[config.mk]
export PLATFORM = sky130hd
export DESIGN_NAME = fetch_unit_flat
export DESIGN_NICKNAME = d
export VERILOG_FILES = /design/src/rtl/fetch_unit_pkg.sv /design/src/rtl/fetch_unit_if.sv /design/src/rtl/fetch_unit_op_length.sv /design/src/rtl/fetch_unit.sv /design/src/flat_wrapper.sv
export SDC_FILE = /design/constraint.sdc
export NUM_CORES = 1
export LEC_CHECK = 0
export ABC_AREA = 1
export CORE_ASPECT_RATIO = 0.7
export CORE_MARGIN = 2
export CORE_UTILIZATION = 43
export DETAILED_ROUTE_END_ITERATION = 16
export GPL_ROUTABILITY_DRIVEN = 0
export PLACE_DENSITY = 0.86
export SYNTH_ARGS = -nofsm -noshare
export SYNTH_HDL_FRONTEND = slang
export SYNTH_SLANG_ARGS = --single-unit
[constraint.sdc]
create_clock -name clk -period 2.04 [get_ports clk]
set_clock_uncertainty 0.15 [all_clocks]
set_input_delay 0.408 -clock clk [delete_from_list [all_inputs] [get_ports clk]]
set_output_delay 0.408 -clock clk [all_outputs]
set_load 0.005 [all_outputs]
[src/rtl/fetch_unit_pkg.sv]
// fetch_unit_pkg
// Shared widths, instruction-length codes and the fetch FSM state type for
// the 6502 fetch unit, its bus interface and the opcode length decoder.
package fetch_unit_pkg;

  localparam int REG_WIDTH     = 8;   // data / opcode width
  localparam int ADDR_WIDTH    = 16;  // memory address width
  localparam int OPERAND_WIDTH = 16;  // {hi, lo} operand bytes

  // Instruction length in bytes (1..3); 0 is never produced.
  typedef logic [1:0] len_t;
  localparam len_t LEN_1 = 2'd1;
  localparam len_t LEN_2 = 2'd2;
  localparam len_t LEN_3 = 2'd3;

  typedef enum logic [2:0] {
    ST_IDLE,     // after reset, waiting for the first pc_load
    ST_ISSUE,    // one-cycle read strobe for PC + byte_idx
    ST_WAIT,     // counting memory latency
    ST_CAPTURE,  // file the returned byte
    ST_PRESENT,  // instruction_ready held until instruction_done
    ST_GAP       // one idle cycle so ready shows a fresh rising edge
  } fetch_state_t;

endpackage

[src/rtl/fetch_unit_if.sv]
// fetch_unit_if
// Bundles the memory read port and the decoder handshake of the fetch unit.
//   mem_addr/mem_re     fetch -> memory   read address and one-cycle strobe
//   mem_rdata           memory -> fetch   read data, MEM_LATENCY cycles later
//   instruction_out     fetch -> decoder  opcode
//   operand             fetch -> decoder  {hi, lo}, unused bytes 0
//   addr_out            fetch -> decoder  address of the opcode byte
//   instruction_ready   fetch -> decoder  instruction valid, held until done
//   illegal             fetch -> decoder  opcode outside the supported set
//   instruction_done    decoder -> fetch  decoder finished the instruction
// modport master: the fetch unit; modport slave: memory + decoder side.
interface fetch_unit_if;
  import fetch_unit_pkg::*;

  logic [ADDR_WIDTH-1:0]    mem_addr;
  logic                     mem_re;
  logic [REG_WIDTH-1:0]     mem_rdata;
  logic [REG_WIDTH-1:0]     instruction_out;
  logic [OPERAND_WIDTH-1:0] operand;
  logic [ADDR_WIDTH-1:0]    addr_out;
  logic                     instruction_ready;
  logic                     illegal;
  logic                     instruction_done;

  modport master (
    output mem_addr, mem_re,
    input  mem_rdata,
    output instruction_out, operand, addr_out, instruction_ready, illegal,
    input  instruction_done
  );

  modport slave (
    input  mem_addr, mem_re,
    output mem_rdata,
    input  instruction_out, operand, addr_out, instruction_ready, illegal,
    output instruction_done
  );

endinterface

[src/rtl/fetch_unit_op_length.sv]
// fetch_unit_op_length
// Combinational 6502 opcode (aaabbbcc) -> instruction length and illegal flag.
//   opcode   in   REG_WIDTH  opcode byte
//   len      out  2          instruction length in bytes (1..3)
//   illegal  out  1          set for cc=11 opcodes, which this core rejects
module fetch_unit_op_length
  import fetch_unit_pkg::*;
(
  input  logic [REG_WIDTH-1:0] opcode,
  output len_t                 len,
  output logic                 illegal
);

  logic [2:0] bbb;
  assign bbb = opcode[4:2];

  always_comb begin
    len     = LEN_2;
    illegal = 1'b0;
    case (opcode[1:0])
      2'b01: begin
        // ALU group: abs, abs,Y and abs,X carry a 16-bit address.
        if (bbb == 3'b011 || bbb == 3'b110 || bbb == 3'b111) len = LEN_3;
      end
      2'b11: begin
        len     = LEN_1;
        illegal = 1'b1;
      end
      default: begin
        case (bbb)
          3'b000: begin
            // BRK/RTI/RTS are implied; JSR takes an absolute address.
            if (opcode == 8'h00 || opcode == 8'h40 || opcode == 8'h60) len = LEN_1;
            else if (opcode == 8'h20)                                  len = LEN_3;
            else                                                       len = LEN_2;
          end
          3'b010, 3'b110: len = LEN_1;
          3'b011, 3'b111: len = LEN_3;
          default:        len = LEN_2;
        endcase
      end
    endcase
  end

endmodule

[src/rtl/fetch_unit.sv]
// fetch_unit
// 6502 instruction fetch sequencer: reads the opcode at PC and its 0-2
// operand bytes, presents {opcode, operand, addr} to the decoder and holds it
// until instruction_done, then advances PC and fetches the next instruction.
//   clk            in   single clock, posedge
//   reset          in   synchronous, active-high; wins over everything
//   pc_load        in   load PC and restart fetching; aborts a fetch in flight
//   pc_load_value  in   new PC
//   pc             out  PC of the current / next sequential instruction
//   bus            fetch_unit_if.master: memory read port + decoder handshake
// MEM_LATENCY: cycles from mem_re to valid mem_rdata, 1..4.
module fetch_unit
  import fetch_unit_pkg::*;
#(
  parameter int MEM_LATENCY = 1
) (
  input  logic                  clk,
  input  logic                  reset,
  input  logic                  pc_load,
  input  logic [ADDR_WIDTH-1:0] pc_load_value,
  output logic [ADDR_WIDTH-1:0] pc,
  fetch_unit_if.master          bus
);

  localparam logic [1:0] LAT_LAST = 2'(MEM_LATENCY - 1);

  fetch_state_t             state_reg, state_next;
  logic [ADDR_WIDTH-1:0]    pc_reg;
  logic [1:0]               byte_idx_reg;
  logic [1:0]               lat_cnt_reg;
  logic [REG_WIDTH-1:0]     byte_reg;
  logic [REG_WIDTH-1:0]     instr_reg;
  logic [OPERAND_WIDTH-1:0] operand_reg;
  logic [ADDR_WIDTH-1:0]    addr_reg;
  len_t                     len_reg;
  logic                     illegal_reg;

  logic mem_re;
  logic ready;
  len_t op_len;
  logic op_illegal;
  len_t total_len;
  logic last_byte;

  // Decodes the byte just captured; only used while byte_idx is 0.
  fetch_unit_op_length u_op_length (
    .opcode  (byte_reg),
    .len     (op_len),
    .illegal (op_illegal)
  );

  // While capturing the opcode the length comes straight from the decoder,
  // afterwards from the latched copy.
  assign total_len = (byte_idx_reg == 2'd0) ? op_len : len_reg;
  assign last_byte = (byte_idx_reg + 2'd1) == total_len;

  always_ff @(posedge clk) begin
    if (reset) state_reg <= ST_IDLE;
    else       state_reg <= state_next;
  end

  always_comb begin
    state_next = state_reg;
    mem_re     = 1'b0;
    ready      = 1'b0;
    case (state_reg)
      ST_IDLE:    state_next = ST_IDLE;
      ST_ISSUE: begin
        mem_re     = 1'b1;
        state_next = ST_WAIT;
      end
      ST_WAIT:    if (lat_cnt_reg == LAT_LAST) state_next = ST_CAPTURE;
      ST_CAPTURE: state_next = last_byte ? ST_PRESENT : ST_ISSUE;
      ST_PRESENT: begin
        ready = 1'b1;
        if (bus.instruction_done) state_next = ST_GAP;
      end
      ST_GAP:     state_next = ST_ISSUE;
      default:    state_next = ST_IDLE;
    endcase
    // A load restarts fetching from any state, including a done handshake.
    if (pc_load) state_next = ST_ISSUE;
  end

  always_ff @(posedge clk) begin
    if (reset) begin
      pc_reg       <= '0;
      byte_idx_reg <= '0;
      lat_cnt_reg  <= '0;
      byte_reg     <= '0;
      instr_reg    <= '0;
      operand_reg  <= '0;
      addr_reg     <= '0;
      len_reg      <= LEN_1;
      illegal_reg  <= 1'b0;
    end else if (pc_load) begin
      pc_reg       <= pc_load_value;
      byte_idx_reg <= '0;
      lat_cnt_reg  <= '0;
    end else begin
      case (state_reg)
        ST_ISSUE: lat_cnt_reg <= '0;
        ST_WAIT: begin
          if (lat_cnt_reg == LAT_LAST) byte_reg    <= bus.mem_rdata;
          else                         lat_cnt_reg <= lat_cnt_reg + 2'd1;
        end
        ST_CAPTURE: begin
          if (byte_idx_reg == 2'd0) begin
            instr_reg   <= byte_reg;
            len_reg     <= op_len;
            illegal_reg <= op_illegal;
            addr_reg    <= pc_reg;
            operand_reg <= '0;
          end else if (byte_idx_reg == 2'd1) begin
            operand_reg <= {8'h00, byte_reg};
          end else begin
            operand_reg[15:8] <= byte_reg;
          end
          byte_idx_reg <= last_byte ? 2'd0 : byte_idx_reg + 2'd1;
        end
        ST_PRESENT: begin
          if (bus.instruction_done) pc_reg <= pc_reg + ADDR_WIDTH'(len_reg);
        end
        default: ;
      endcase
    end
  end

  assign pc                    = pc_reg;
  assign bus.mem_re            = mem_re;
  assign bus.mem_addr          = mem_re ? pc_reg + ADDR_WIDTH'(byte_idx_reg) : '0;
  assign bus.instruction_out   = instr_reg;
  assign bus.operand           = operand_reg;
  assign bus.addr_out          = addr_reg;
  assign bus.illegal           = illegal_reg;
  assign bus.instruction_ready = ready;

endmodule

[src/flat_wrapper.sv]
// flat-port wrapper written by rule: the top's interface ports become plain ports
module fetch_unit_flat import fetch_unit_pkg::*;
#(
  parameter int MEM_LATENCY = 1
)
  (clk, reset, pc_load, pc_load_value, pc, bus_mem_addr, bus_mem_re, bus_mem_rdata, bus_instruction_out, bus_operand, bus_addr_out, bus_instruction_ready, bus_illegal, bus_instruction_done);
  fetch_unit_if bus_i ();
  input  logic clk;
  input  logic reset;
  input  logic pc_load;
  input  logic [ADDR_WIDTH-1:0] pc_load_value;
  output logic [ADDR_WIDTH-1:0] pc;
  output wire logic [$bits(bus_i.mem_addr)-1:0] bus_mem_addr;
  output wire logic [$bits(bus_i.mem_re)-1:0] bus_mem_re;
  input wire logic [$bits(bus_i.mem_rdata)-1:0] bus_mem_rdata;
  output wire logic [$bits(bus_i.instruction_out)-1:0] bus_instruction_out;
  output wire logic [$bits(bus_i.operand)-1:0] bus_operand;
  output wire logic [$bits(bus_i.addr_out)-1:0] bus_addr_out;
  output wire logic [$bits(bus_i.instruction_ready)-1:0] bus_instruction_ready;
  output wire logic [$bits(bus_i.illegal)-1:0] bus_illegal;
  input wire logic [$bits(bus_i.instruction_done)-1:0] bus_instruction_done;
  assign bus_mem_addr = bus_i.mem_addr;
  assign bus_mem_re = bus_i.mem_re;
  assign bus_i.mem_rdata = bus_mem_rdata;
  assign bus_instruction_out = bus_i.instruction_out;
  assign bus_operand = bus_i.operand;
  assign bus_addr_out = bus_i.addr_out;
  assign bus_instruction_ready = bus_i.instruction_ready;
  assign bus_illegal = bus_i.illegal;
  assign bus_i.instruction_done = bus_instruction_done;
  fetch_unit #(.MEM_LATENCY(MEM_LATENCY)) u_core (.clk(clk), .reset(reset), .pc_load(pc_load), .pc_load_value(pc_load_value), .pc(pc), .bus(bus_i));
endmodule
==> results of run 1 <==
-- worst max path at each step --
stage | startpoint | end | cells after the start
floorplan | u_core.pc[0]$_SDFFE_PP0P_ | bus_mem_addr[12] | 10
CTS | u_core.byte_idx_reg[0]$_SDFFE_PP0P_ | bus_mem_addr[14] | 11
global placement | u_core.pc[0]$_SDFFE_PP0P_ | bus_mem_addr[12] | 11
global route | u_core.byte_idx_reg[1]$_SDFFE_PP0P_ | bus_mem_addr[7] | 12
detailed placement | u_core.byte_idx_reg[0]$_SDFFE_PP0P_ | bus_mem_addr[12] | 11
finish | u_core.byte_idx_reg[1]$_SDFFE_PP0P_ | bus_mem_addr[7] | 12
-- kinds of logic after synthesis --
group / Yosys count / share of synthesized area (%)
buf+inv: 74 / 8.15
compound gates: 136 / 19.8
fa+ha+maj: 9 / 3.54
xor+xnor: 8 / 1.94
flops: 74 / 41.1
simple gates: 211 / 25.5
-- cell usage in the layout (no fill, tap or decap), types with 13 or more instances in the layout --
cell              n
clkdlybuf4s50_1  83
nand2_1          82
buf_4            80
dfxtp_1          67
a21oi_1          59
nor2_1           46
o21ai_0          42
inv_1            38
nand3_1          22
buf_6            19
nor2_4           14
buf_2            14
inv_2            13
nand4_1          13
-- cell type report --
type                       instances  area [µm²]  area share [%]
inverter                          52         199            3.25
tap                              101         126            2.07
sequential                        74        1490            24.4
multi-input combinational        364        2190            35.7
timing repair inverter             1        5.00          0.0818
clock inverter                     6        72.6            1.19
timing repair buffer             203        1800            29.4
clock buffer                      10         239            3.91
-- through the flow --
stage | area, µm² | hold slack [ns]
floorplan | 3610 | 0.289
global placement | 5250 | 0.296
detailed placement | 5250 | 0.309
global route | 6120 | 0.341
finish | 6120 | 0.313
CTS | 5790 | 0.314
-- power by group through the flow --
| stage | Combinational [µW] | Clock (µW) | Sequential, µW |
|---|---|---|---|
| 6_report | 553 | 1690 | 1520 |
| 5_1_grt | 573 | 1740 | 1510 |
| 4_1_cts | 461 | 1660 | 1510 |
| 3_5_place_dp | 429 | 0 | 1540 |
| 3_3_place_gp | 415 | 0 | 1530 |
| 2_1_floorplan | 160 | 0 | 1540 |
-- repair_timing --
item / 4_1_cts / 5_1_grt
setup buffers: 14 / 18
gates cloned: 0 / 1
pin swaps: 22 / 32
endpoints found under the setup margin: 27 / 65
resized for setup: 121 / 81
-- layer usage --
layer	routed length (µm)	track usage [%]
met1	6540	39.4
met2	7650	50.7
met3	2260	9.74
met4	1450	15.6
met5	0	0
-- worst register-to-register path: cells and delay by family, from the launching register on --
family / cells / cell delay [ns]
flops: 1 / 0.37
simple gates: 4 / 0.52
compound gates: 3 / 0.47
buf+inv: 3 / 0.25
fa+ha+maj: 2 / 0.52
==> results.toml, run 1 <==
[status]
run_status = "finished, violations left"
violations = "negative setup slack"

[placement]
place_inst = 766
place_ws_ns = -0.583
dpl.hpwl_um = 9410
io_buffers = 102

[drt]
wl_per_cell_um = 22.1
dr.pass1.iters = 8
finalWirelength_um = 17900
first_iter_violations = 902
drt.antenna.violating_nets = 0
dr_total_vias = 5090
vias_per_cell = 6.28
drc = 0

[timing]
worst_slack_ns = -0.626
period_minus_slack_ns = 2.67
tightest_slew_ns = 0.807
hold_violations = 0
clock.fmax_mhz = 375
min_period_over_period_pct = 131
drv_slew = 0
timing.slew.headroom_pct = 45.7
setup_tns_ns = -9.19
finalSetupViolations = 34
grt_setup_unrepaired = "yes"

[floorplanning]
die-height_um = 80.6
rows = 27
dieArea_um2 = 9150
ioPinCount = 103
die_x_um = 113
start_util_pct = 45.1
core-area_um2 = 8010

[cells_and_area]
fillers = 478
area_growth_pct = 69.6
drive_gt1_share_pct = 32.1
antenna_cells = 0
finalNetCount = 742
utilization_pct = 76.4
instances_no_fill = 811

[worst_hold_path]
hold_path_depth = 2
hold_end = "u_core.bus.operand[2]$_SDFFE_PP0P_"
min_path_type = "flip-flop to flip-flop"
min_from = "u_core.bus.operand[2]$_SDFFE_PP0P_"

[global_routing]
grt_max_degree = 34
grt_pass1_wl_um = 22500
antenna_found_initial = 1
grt_pass1_vias = 4467
grt_overflow = 0
grtUsageTotal_pct = 31.8

[pwr]
p_leak_uw = 0.00253
p_clk_share_pct = 44.9
p_comb_share_pct = 14.7
finalPower_uw = 3760
p_int_uw = 2730
swShare_pct = 27.4
seqPwrFrac_pct = 40.3
irDropWorstVdd_v = 0.000460
power_switching_uw = 1030
power_density_nw_per_um2 = 614

[cts]
numClockSinks = 74
postCtsHoldBufs = 0
cts.clk_slew.worst_paths_ns = 0.07
htree_levels = 3
cts_tree = "yes"
clockRootBuffer = "clkbuf_16"
cts_buffers = 9
clk_latency_ns = 0.34
cts_max_path_buffers = 2

[critical_path]
critPathBufInv = 4
path_cells = "ha_4, nand2_2, inv_2, nor2_4, nor2_2, nand2_2, nor2_4, buf_4, buf_6, o21ai_1, a21oi_1, buf_2"
end_kind = "output pin"
r2r_cells = 12
worst_path_largest_cell_delay_ns = 0.35
cp_max_fo = 3
reg2reg_from = "u_core.pc[0]$_SDFFE_PP0P_"
cp.arrival_ns = 2.11
reg2reg_to = "u_core.pc[12]$_SDFFE_PP0P_"
regToRegSetupSlack_ns = -0.34
crit_family = "buffers and inverters"
critPathLaunchType = "flip-flop"
slowest_stage = "dfxtp_2"
required_ns = 1.48
worst-setup-path-type = "flip-flop to output pin"

[yosys]
ys_ff_latch = 74
synth_cell_type_count = 33
synthFlopType = "dfxtp_1"
synth.top_cell.area_share_pct = 41.1
syn_inst = 512
seq_area_frac_synth_pct = 41.1
synth.most_common_cell = "nand2_1"
synthTopCellsByArea = "dfxtp_1 41%, nand2_1 10%, a21oi_1 9.3%"
yosysWarningCount = 0
synth_common_cells = "98 x nand2_1, 74 x dfxtp_1, 67 x a21oi_1"
synth_edf_count = 0
yosysTopAreaCell = "dfxtp_1"
synthesis.nets = 549
ys_async_sr_fraction_pct = 0
synth_area_um2 = 3610
syn-mean-instance-area_um2 = 7.05

[job]
max_cap_violations = 0
Note: power is estimated with default switching activity, not from simulation.
==> run 2: changes to the inputs <==
--- a/config.mk
+++ b/config.mk
@@ -6,12 +6,12 @@
 export NUM_CORES = 1
 export LEC_CHECK = 0
 export ABC_AREA = 1
-export CORE_ASPECT_RATIO = 0.7
 export CORE_MARGIN = 2
-export CORE_UTILIZATION = 43
+export CORE_UTILIZATION = 51
+export CTS_CLUSTER_DIAMETER = 200
 export DETAILED_ROUTE_END_ITERATION = 16
 export GPL_ROUTABILITY_DRIVEN = 0
-export PLACE_DENSITY = 0.86
+export PLACE_DENSITY = 0.95
 export SYNTH_ARGS = -nofsm -noshare
 export SYNTH_HDL_FRONTEND = slang
 export SYNTH_SLANG_ARGS = --single-unit
==> constraint.sdc (replaced) <==
create_clock -name clk -period 3.4 [get_ports clk]
set_clock_uncertainty 0.15 [all_clocks]
set_input_delay 0.68 -clock clk [delete_from_list [all_inputs] [get_ports clk]]
set_output_delay 0.68 -clock clk [all_outputs]
set_load 0.005 [all_outputs]
==> run 2 against run 1 <==
Compared with the run above:
- the run still ends with negative setup slack left
- first-iteration DRC count down 31%
- flip-flop and latch count unchanged
- die area is 15% lower
- register-to-register slack gained 1.2 ns
- sequential share of layout area increased by 5.5 points
- largest power group is now sequential cells
==> results.toml, run 2 (synthesis results as in run 1) <==
[timing]
setup_tns_ns = -0.0220
drv_slew = 0
hold_violations = 0
timing.slew.headroom_pct = 36.4
tightest_slew_ns = 0.953
worst_slack_ns = -0.0220
min_period_over_period_pct = 101
period_minus_slack_ns = 3.42
finalSetupViolations = 1
clock.fmax_mhz = 292

[cells_and_area]
finalNetCount = 647
area_growth_pct = 38.1
final_cell_area_um2 = 4980
antenna_cells = 0
layout_common_cells = "101 x clkdlybuf4s50_1, 97 x nand2_1, 71 x dfxtp_1, 67 x a21oi_1, 62 x nor2_1"
utilization_pct = 72.9
final_common_cell = "clkdlybuf4s50_1"
drive_gt1_share_pct = 7.48

[critical_path]
critPathLaunchType = "flip-flop"
r2r_cells = 10
cp.arrival_ns = 2.59
cp_max_fo = 7
cpMostUsedCell = "nor2_1"
path_cells = "nand2_1, nor2_1, nand3_1, nor2_1, xor2_1, nor2_1, clkdlybuf4s50_1"
end_kind = "output pin"
worst_path_largest_cell_delay_ns = 0.50
slowest_stage = "clkdlybuf4s50_1"
worst-setup-path-type = "flip-flop to output pin"
required_ns = 2.57

[floorplanning]
start_util_pct = 52.8
die_x_um = 88.1
dieArea_um2 = 7760
die-height_um = 88.1
core-area_um2 = 6830
ioPinCount = 103
rows = 30

[status]
violations = "negative setup slack"
run_status = "finished, violations left"

[global_routing]
grt_pass1_vias = 3910
grt_overflow = 0
grt_max_degree = 39
antenna_found_initial = 0
grtUsageTotal_pct = 32.0
grt_pass1_wl_um = 19100

[placement]
place_ws_ns = 0.338
placed_area_um2 = 4690
io_buffers = 102
dpl.hpwl_um = 8210

[pwr]
power_density_nw_per_um2 = 388
irDropWorstVdd_v = 0.000288
p_leak_uw = 0.00188

[cts]
cts_buffers = 9
cts_max_path_buffers = 2
numClockSinks = 74
clk_latency_ns = 0.37
clockRootBuffer = "clkbuf_8"
htree_levels = 3
cts_tree = "yes"
cts.clk_slew.worst_paths_ns = 0.09

[drt]
first_iter_violations = 622
dr_total_vias = 4253
wl_per_cell_um = 17.2
dr.pass1.iters = 10
drc = 0
drt.antenna.violating_nets = 0
finalWirelength_um = 12200
vias_per_cell = 5.98

[job]
max_cap_violations = 0

[worst_hold_path]
hold_path_depth = 2
min_path_type = "flip-flop to flip-flop"
run 2: path summary, 6_finish.rpt:
check | slack (ns) | to | startpoint
worst max-delay path | -0.02 | bus_mem_addr[14] | u_core.pc[7]$_SDFFE_PP0P_
worst max register to register | 0.89 | u_core.pc[12]$_SDFFE_PP0P_ | u_core.pc[0]$_SDFFE_PP0P_
worst min-delay path | 0.32 | u_core.bus.operand[5]$_SDFFE_PP0P_ | u_core.bus.operand[5]$_SDFFE_PP0P_
worst min register to register | 0.32 | u_core.bus.operand[5]$_SDFFE_PP0P_ | u_core.bus.operand[5]$_SDFFE_PP0P_
run 2: power breakdown:
| group | total, µW | leakage (µW) | switching (µW) | internal [µW] |
|---|---|---|---|---|
| Sequential | 914 | 0.000602 | 29.3 | 884 |
| Combinational | 210 | 0.00116 | 113 | 97.2 |
| Clock | 810 | 0.000114 | 369 | 441 |
run 2: metal layers:
| metal | up-vias | global-route usage (%) | wire (µm) |
|---|---|---|---|
| met5 | - | 0 | 0 |
| met2 | 343 | 50.0 | 5530 |
| met4 | 0 | 17.9 | 761 |
| met3 | 96 | 8.01 | 1440 |
| li1 | 1887 | - | - |
| met1 | 1927 | 40.4 | 4500 |
run 2: layout make-up:
cell class	instances	area (µm²)
Multi-Input combinational cell	364	1870
Fill cell	509	1850
Sequential cell	74	1490
Timing Repair Buffer	109	1080
Inverter	52	195
Clock buffer	10	138
Tap cell	96	120
Clock inverter	6	93.8
run 2: worst max-delay path: cells and delay by family (launching register included):
kind | cells | cell delay, ns
flip-flops | 1 | 0.47
XOR/XNOR | 1 | 0.09
AND/OR/NAND/NOR | 5 | 1.17
buffers and inverters | 1 | 0.50
run 2: timing repair:
action / CTS / global route
hold buffers: 0 / 0
setup buffers: 1 / 1
endpoints found under the setup margin: 4 / 8
gates resized for setup: 6 / 11
pin swaps: 1 / 2
run 2: per-stage QoR:
stage	total power, µW	hold slack (ns)	std cells
3_3_place_gp	1120	0.296	693
4_1_cts	1920	0.316	710
2_1_floorplan	1020	0.289	512
6_report	1930	0.318	711
3_5_place_dp	1130	0.302	693
5_1_grt	1980	0.336	711
